===== src/rtl/sha256_msg_schedule.sv =====
// SHA-256 message-schedule generator: takes 16 serial message words per block and
// streams W0..W63 out through a single-register valid/ready output slot.
module sha256_msg_schedule #(
    parameter int ROUNDS = 64,
    parameter int WORD_W = 32
) (
    input  logic              CLK,
    input  logic              RST,
    input  logic              blk_start,
    input  logic              in_valid,
    output logic              in_ready,
    input  logic [WORD_W-1:0] in_word,
    output logic              w_valid,
    input  logic              w_ready,
    output logic [WORD_W-1:0] w_word,
    output logic [5:0]        w_idx,
    output logic              busy,
    output logic              done
);

    typedef enum logic [1:0] {IDLE, LOAD, EXPAND, DRAIN} state_t;

    state_t             state_r;
    state_t             state_s;
    logic [6:0]         t_r;
    logic [WORD_W-1:0]  win_r [16];
    logic               w_valid_r;
    logic [WORD_W-1:0]  w_word_r;
    logic [5:0]         w_idx_r;
    logic               busy_r;
    logic               done_r;

    logic               slot_free_s;
    logic               load_s;
    logic               start_s;
    logic               finish_s;
    logic               in_ready_s;
    logic [WORD_W-1:0]  load_word_s;
    logic [WORD_W-1:0]  expand_word_s;

    function automatic logic [31:0] small_sigma0(input logic [31:0] x);
        return {x[6:0], x[31:7]} ^ {x[17:0], x[31:18]} ^ {3'b000, x[31:3]};
    endfunction

    function automatic logic [31:0] small_sigma1(input logic [31:0] x);
        return {x[16:0], x[31:17]} ^ {x[18:0], x[31:19]} ^ {10'b0000000000, x[31:10]};
    endfunction

    // win_r[15] is W[t-1] (newest), win_r[0] is W[t-16] (oldest)
    assign slot_free_s   = !w_valid_r || w_ready;
    assign expand_word_s = small_sigma1(win_r[14]) + win_r[9]
                         + small_sigma0(win_r[1]) + win_r[0];

    // Next-state, slot-load and handshake decode
    always_comb begin
        state_s     = state_r;
        load_s      = 1'b0;
        load_word_s = expand_word_s;
        in_ready_s  = 1'b0;
        start_s     = 1'b0;
        finish_s    = 1'b0;
        case (state_r)
            IDLE: begin
                // A start coinciding with the done pulse is deliberately dropped
                if (blk_start && !done_r) begin
                    start_s = 1'b1;
                    state_s = LOAD;
                end else begin
                    state_s = IDLE;
                end
            end
            LOAD: begin
                in_ready_s = slot_free_s;
                if (in_valid && slot_free_s) begin
                    load_s      = 1'b1;
                    load_word_s = in_word;
                    if (t_r == 7'd15) begin
                        state_s = EXPAND;
                    end else begin
                        state_s = LOAD;
                    end
                end else begin
                    state_s = LOAD;
                end
            end
            EXPAND: begin
                if (slot_free_s) begin
                    load_s = 1'b1;
                    if (t_r == 7'(ROUNDS - 1)) begin
                        state_s = DRAIN;
                    end else begin
                        state_s = EXPAND;
                    end
                end else begin
                    state_s = EXPAND;
                end
            end
            DRAIN: begin
                if (w_valid_r && w_ready) begin
                    finish_s = 1'b1;
                    state_s  = IDLE;
                end else begin
                    state_s = DRAIN;
                end
            end
            default: begin
                state_s = IDLE;
            end
        endcase
    end

    // FSM state, word counter and status flags
    always_ff @(posedge CLK or posedge RST) begin
        if (RST) begin
            state_r <= IDLE;
            t_r     <= 7'd0;
            busy_r  <= 1'b0;
            done_r  <= 1'b0;
        end else begin
            state_r <= state_s;
            done_r  <= finish_s;
            if (start_s) begin
                t_r <= 7'd0;
            end else if (load_s) begin
                t_r <= t_r + 7'd1;
            end else begin
                t_r <= t_r;
            end
            if (start_s) begin
                busy_r <= 1'b1;
            end else if (finish_s) begin
                busy_r <= 1'b0;
            end else begin
                busy_r <= busy_r;
            end
        end
    end

    // Output slot: load replaces contents, a bare handshake empties it
    always_ff @(posedge CLK or posedge RST) begin
        if (RST) begin
            w_valid_r <= 1'b0;
            w_word_r  <= '0;
            w_idx_r   <= 6'd0;
        end else if (load_s) begin
            w_valid_r <= 1'b1;
            w_word_r  <= load_word_s;
            w_idx_r   <= t_r[5:0];
        end else if (w_valid_r && w_ready) begin
            w_valid_r <= 1'b0;
        end else begin
            w_valid_r <= w_valid_r;
        end
    end

    // 16-word history window, cleared per block so nothing leaks between blocks
    always_ff @(posedge CLK or posedge RST) begin
        if (RST) begin
            for (int i = 0; i < 16; i++) begin
                win_r[i] <= '0;
            end
        end else if (start_s) begin
            for (int i = 0; i < 16; i++) begin
                win_r[i] <= '0;
            end
        end else if (load_s) begin
            for (int i = 0; i < 15; i++) begin
                win_r[i] <= win_r[i + 1];
            end
            win_r[15] <= load_word_s;
        end else begin
            for (int i = 0; i < 16; i++) begin
                win_r[i] <= win_r[i];
            end
        end
    end

    assign in_ready = in_ready_s;
    assign w_valid  = w_valid_r;
    assign w_word   = w_word_r;
    assign w_idx    = w_idx_r;
    assign busy     = busy_r;
    assign done     = done_r;

endmodule


===== config.mk =====
export PLATFORM = sky130hd
export DESIGN_NAME = sha256_msg_schedule
export DESIGN_NICKNAME = d
export VERILOG_FILES = /design/src/rtl/sha256_msg_schedule.sv
export SDC_FILE = /design/constraint.sdc
export NUM_CORES = 1
export LEC_CHECK = 0
export BUFFER_PORTS_ARGS = -buffer_cell sky130_fd_sc_hd__buf_2
export CAP_MARGIN = 20
export CORE_MARGIN = 2
export CORE_UTILIZATION = 30
export CTS_CLUSTER_SIZE = 8
export DETAILED_ROUTE_END_ITERATION = 10
export HOLD_SLACK_MARGIN = 0.06
export SETUP_SLACK_MARGIN = 0.5
export SYNTH_ARGS = -nofsm -noshare
export SYNTH_HDL_FRONTEND = slang
export SYNTH_SLANG_ARGS = --single-unit
export TNS_END_PERCENT = 100

===== constraint.sdc =====
create_clock -name CLK -period 47.1 [get_ports CLK]
set_input_delay 4.71 -clock CLK [delete_from_list [all_inputs] [get_ports CLK]]
set_output_delay 4.71 -clock CLK [all_outputs]
set_load 0.01 [all_outputs]

==> results of run 1 <==
logic make-up (layout without fill, tap and decap cells):
family | Yosys count | after routing | synth area share
AND/OR/NAND/NOR | 1172 | 1172 | 0.170
AO/OA/AOI/OAI | 704 | 704 | 0.146
flip-flops | 562 | 562 | 0.518
buffers and inverters | 382 | 330 | 0.0548
XOR/XNOR | 139 | 139 | 0.0448
adder cells (fa/ha/maj) | 99 | 99 | 0.0627
multiplexers | 11 | 11 | 0.00410
other | 0 | 3 | 0
final cells by class:
class	instances	area, µm²
antenna	3	7.51
clock buffer	84	2060
clock inverter	6	110
fill	9236	59400
inverter	136	518
multi-input combinational	2125	11600
sequential	562	14100
tap	1176	1470
timing repair buffer	104	618
layer usage:
| layer | GRT usage | vias to the layer above | wire, µm |
|---|---|---|---|
| met4 | 0.0536 | 0 | 2260 |
| met1 | 0.213 | 10200 | 31500 |
| met2 | 0.224 | 457 | 32100 |
| li1 | - | 9733 | - |
| met5 | 0 | - | 0 |
| met3 | 0.0342 | 129 | 4110 |
cell usage in the layout, fill, tap and decap left out, types with 3 or more instances in the layout:
| master | count |
|---|---|
| buf_4 | 24 |
| xor2_1 | 52 |
| a211oi_1 | 18 |
| nand4_1 | 10 |
| diode_2 | 3 |
| clkbuf_16 | 82 |
| mux2i_1 | 10 |
| ha_1 | 37 |
| a21o_1 | 12 |
| o21ai_0 | 50 |
| nor2_1 | 50 |
| a21oi_1 | 543 |
| and4_1 | 3 |
| dfrtp_1 | 562 |
| and2_1 | 3 |
| fa_1 | 62 |
| xnor2_1 | 87 |
| buf_2 | 78 |
| o211ai_1 | 9 |
| nor3b_1 | 4 |
| a31oi_1 | 3 |
| a21oi_2 | 3 |
| nand2_1 | 1027 |
| and3_1 | 12 |
| o21bai_1 | 3 |
| or3_1 | 5 |
| nand2b_1 | 5 |
| nor3_1 | 23 |
| o21a_1 | 17 |
| o211a_1 | 8 |
| nand3_1 | 15 |
| inv_1 | 135 |
worst max path at each step:
stage | startpoint | cells after the start | slack, ns | end
2_1_floorplan | RST | 1 | 26.67 | busy
3_3_place_gp | w_ready | 4 | 36.98 | in_ready
3_5_place_dp | w_ready | 4 | 36.98 | in_ready
4_1_cts | w_ready | 4 | 36.98 | in_ready
5_1_grt | w_ready | 4 | 36.90 | in_ready
6_report | w_ready | 4 | 36.97 | in_ready
metrics by stage:
stage          total power, mW  std cells
5_1_grt                   1.80       4196
3_3_place_gp              1.18       4102
6_report                  1.70       4196
2_1_floorplan            0.999       3069
4_1_cts                   1.71       4192
3_5_place_dp              1.19       4102
critical path, delay by kind of cell:
family / cells / cell delay, ns
AND/OR/NAND/NOR: 2 / 0.47
buffers and inverters: 2 / 0.24
power by group:
group | switching, mW | internal (mW) | leakage (nW)
sequential | 0.0688 | 0.542 | 7.72
combinational | 0.392 | 0.178 | 4.44
clock | 0.204 | 0.312 | 1.06
state kept, by name, indices dropped and copies added (netlist names):
register,count
w_idx,6
w_word,32
busy,1
state_r,2
w_valid,1
t_r,7
win_r,512
done,1
==> results.yml, run 1 <==
status:
  outcome: "finished, final reports clean"
logic_synthesis:
  netlist_top_cells_count: "1027 x nand2_1, 562 x dfrtp_1, 543 x a21oi_1"
  yosys.area.top_type: "dfrtp_1"
  ys_seq_area_frac: 0.518
  synthDominantCellAreaShare: 0.518
  syn_inst: 3069
  avgSynthCellArea_um2: 8.85
  ys_ff_latch: 562
  synthFlopType: "dfrtp_1"
  syn-num-nets: 3205
  syn-cell-area_um2: 27200
  async_flop_share: 1.00
  yosysMostFrequentCell: "nand2_1"
  synth_cell_types: 73
  synth_area_leaders: "dfrtp_1 52%, nand2_1 14%, a21oi_1 10%"
  synth_edf_count: 0
  yosysWarnings: 0
clocking:
  post_cts_buffers: 0
  ctsHoldBuffers: 0
  cts_max_path_buffers: 3
  numCtsBuffers: 80
  cts_resized: 0
  clk_pin_slew_ns: 0.05
  ctsHtreeMaxLevel: 3
  clock_latency_ns: 0.63
  cts_sinks: 562
  tritoncts: "yes"
  root_buffer: "clkbuf_16"
detailed_routing:
  drt-vias-per-instance: 4.88
  drc: 0
  ant_nets: 0
  totalWireLength_um: 70000
  wire_per_inst_um: 16.7
  num_vias: 20500
  drt_iter0_drc: 2179
  drt-pass1-iter-count: 5
sta:
  worst_pin_slew_ns: 1.25
  fin_crit_ns: 10.13
  relSlewSlack: 0.169
  finalHoldViolations: 0
  finalSetupViolCount: 0
  finalSetupTns_ns: 0
  finalClockSkew_ns: 0.0278
  fin_hold_ws_ns: 0.468
  setup_slack_ns: 36.97
  period_share: 0.215
  final_max_slew_viol_count: 0
  rsz0062_at_grt: "false"
  max_freq_mhz: 98.7
floorplan:
  initial_core_util: 0.302
  ios: 79
  dieArea_um2: 93000
  die_w_um: 305
  num_rows: 110
  core-area_um2: 89900
  die_y_um: 305
setup_path:
  r2r_slack_ns: 42.43
  required_ns: 42.39
  ff2ff_path_depth: 14
  cpPeakStageDelay_ns: 0.25
  crit_fanout: 7
  r2r_end: "w_word[31]"
  endpoint_kind: "primary output"
  slowest_stage: "nand2b_1"
  path_cells: "buf_2 -> nand2b_1 -> and2_1 -> buf_2"
  r2r-start: "win_r[49]"
  critPathMostFrequentCell: "buf_2"
  cp-start-kind: "primary input"
  worst_ep_arrival_time_ns: 5.42
  critical_path_class: "in -> out"
global_routing:
  grtUsageTotal: 0.150
  grt_pass1_vias: 19300
  overflow: 0
  grt_max_degree: 226
  antenna_found_initial: 3
  grt_pass1_wl_um: 112000
worst_hold_path:
  hp-class: "reg -> reg"
  hp-start: "w_idx[2]"
  holdPathStages: 2
  worst_hold_path.endpoint: "w_idx[2]"
run:
  drv_cap: 0
power:
  ir_drop_v: 0.0000296
  p_leak_nw: 13.2
  power_density_nw_per_um2: 55.6
placement:
  placed_area_um2: 28300
  post-dp-hpwl_um: 45000
  port_buffers: 78
  gp_congestion: 0.909
  place_ws_ns: 36.98
final_layout:
  nNetsFinal: 3145
  post-route-util: 0.339
  fin_area_um2: 30500
  syn_to_final_growth_pct: 12.2
  drive_above_1_share: 0.0746
Note: power is estimated with default switching activity, not from simulation.
==> run 2: changes to the inputs <==
==> constraint.sdc (replaced) <==
create_clock -name CLK -period 10.3 [get_ports CLK]
set_input_delay 1.03 -clock CLK [delete_from_list [all_inputs] [get_ports CLK]]
set_output_delay 1.03 -clock CLK [all_outputs]
set_load 0.01 [all_outputs]
==> results.yml, run 2 (synthesized netlist as in run 1, its figures left out) <==
detailed_routing:
  totalWireLength_um: 70000
  drc: 0
  drt-pass1-iter-count: 6
  wire_per_inst_um: 16.7
  num_vias: 20500
  drt_iter0_drc: 2051
  drt-vias-per-instance: 4.88
  ant_nets: 0
final_layout:
  regArea_um2: 14100
  final_cell_mix: "1027 x nand2_1, 562 x dfrtp_1, 543 x a21oi_1"
  nFillCells: 9303
  multi_input_area_um2: 11600
  drive_above_1_share: 0.0749
  nNetsFinal: 3143
  regMostFlops: "win_r"
  antenna_cells: 0
  syn_to_final_growth_pct: 12.3
  fin_area_um2: 30500
  post-route-util: 0.340
  largest_reg_flops: 512
  mostFrequentLayoutCell: "nand2_1"
status:
  outcome: "finished, final reports clean"
setup_path:
  crit_fanout: 7
  endpoint_kind: "flop"
  critical_path_class: "reg -> reg"
  ff2ff_path_depth: 12
  critPathMostFrequentCell: "fa_1"
  required_ns: 10.78
  crit_family: "adder cells"
  cp-start-kind: "flop"
  crit_buf_inv: 1
  slowest_stage: "a211oi_1"
  cpPeakStageDelay_ns: 0.58
  worst_ep_arrival_time_ns: 5.10
  worst-path-stages: 12
  path_cells: "xor2_1 -> xnor2_1 -> fa_1 -> fa_1 -> inv_1 -> ha_1 -> and4_1 -> o211ai_1 -> a21o_4 -> a21o_2 -> a211oi_1 -> nor2_1"
worst_hold_path:
  hp-class: "reg -> reg"
  holdPathStages: 2
floorplan:
  die_w_um: 305
  num_rows: 110
  core-area_um2: 89900
  dieArea_um2: 93000
  ios: 79
  die_y_um: 305
  initial_core_util: 0.302
clocking:
  ctsHoldBuffers: 0
  root_buffer: "clkbuf_16"
  cts_max_path_buffers: 3
  cts_resized: 0
  ctsHtreeMaxLevel: 3
  post_cts_buffers: 0
  tritoncts: "yes"
  numCtsBuffers: 81
  cts_sinks: 562
  clock_latency_ns: 0.63
  clk_pin_slew_ns: 0.05
global_routing:
  grt_pass1_vias: 19800
  grt_max_degree: 234
  grtUsageTotal: 0.150
  grt_pass1_wl_um: 113000
  overflow: 0
  antenna_found_initial: 0
sta:
  worst_pin_slew_ns: 1.17
  rsz0062_at_grt: "false"
  final_max_slew_viol_count: 0
  max_freq_mhz: 216
  finalSetupViolCount: 0
  finalSetupTns_ns: 0
  fin_hold_ws_ns: 0.480
  finalHoldViolations: 0
  period_share: 0.448
  fin_crit_ns: 4.62
  finalClockSkew_ns: 0.0266
  relSlewSlack: 0.218
  setup_slack_ns: 5.68
placement:
  gp_congestion: 0.928
  placed_area_um2: 28300
  port_buffers: 78
  place_ws_ns: 5.41
  post-dp-hpwl_um: 45300
power:
  ir_drop_v: 0.000153
  power_density_nw_per_um2: 255
  p_leak_nw: 13.2
run:
  drv_cap: 0
==> run 2: cell types whose count changed in the layout (fill, tap and decap cells not counted) <==
cell        change
buf_12          +2
buf_16          -1
buf_4           -4
clkbuf_1        +1
clkbuf_16       +1
clkbuf_8        +2
clkinv_16       -1
clkinv_2        +1
clkinvlp_4      +1
diode_2         -3
inv_16          +1
inv_8           -1
==> run 2: power by group <==
part	switching, mW	internal, mW
sequential	0.311	2.48
combinational	1.79	0.796
clock	0.942	1.46
total	3.04	4.74
==> run 2: path summary, 6_finish.rpt <==
check                      startpoint    endpoint  slack [ns]
setup reg to reg            win_r[59]  w_word[26]        5.68
hold reg to reg              w_idx[3]    w_idx[3]        0.48
setup / recovery            win_r[59]  w_word[26]        5.68
max in group asynchronous         RST  win_r[159]        8.02
min in group asynchronous         RST  w_word[14]        0.69
hold / removal               w_idx[3]    w_idx[3]        0.48
==> run 2: layout make-up <==
| cell class | instances | share of cell area |
|---|---|---|
| well taps | 1176 | 0.0482 |
| inverters | 136 | 0.0168 |
| flip-flops and latches | 562 | 0.461 |
| repair buffers | 101 | 0.0197 |
| clock inverters | 7 | 0.00344 |
| clock buffers | 88 | 0.0693 |
| multi-input cells | 2125 | 0.382 |
==> run 2: metal layers <==
layer	routed length (µm)	global-route usage	vias up
li1	-	-	9736
met1	32100	0.215	10200
met2	32300	0.230	460
met3	3750	0.0280	119
met4	1880	0.0461	0
met5	0	0	-
==> run 2: metrics by stage <==
step | total power, mW | cells
CTS | 7.84 | 4195
floorplan | 4.57 | 3069
global route | 8.24 | 4195
global placement | 5.38 | 4100
detailed placement | 5.41 | 4100
finish | 7.78 | 4195
==> run 2: worst register-to-register path, delay by kind of cell (launching register included) <==
family	cells	cell delay [ns]
flip-flops	1	0.50
XOR/XNOR	2	0.72
adder cells (fa/ha/maj)	3	1.42
buffers and inverters	1	0.04
AO/OA/AOI/OAI	4	1.29
AND/OR/NAND/NOR	2	0.51
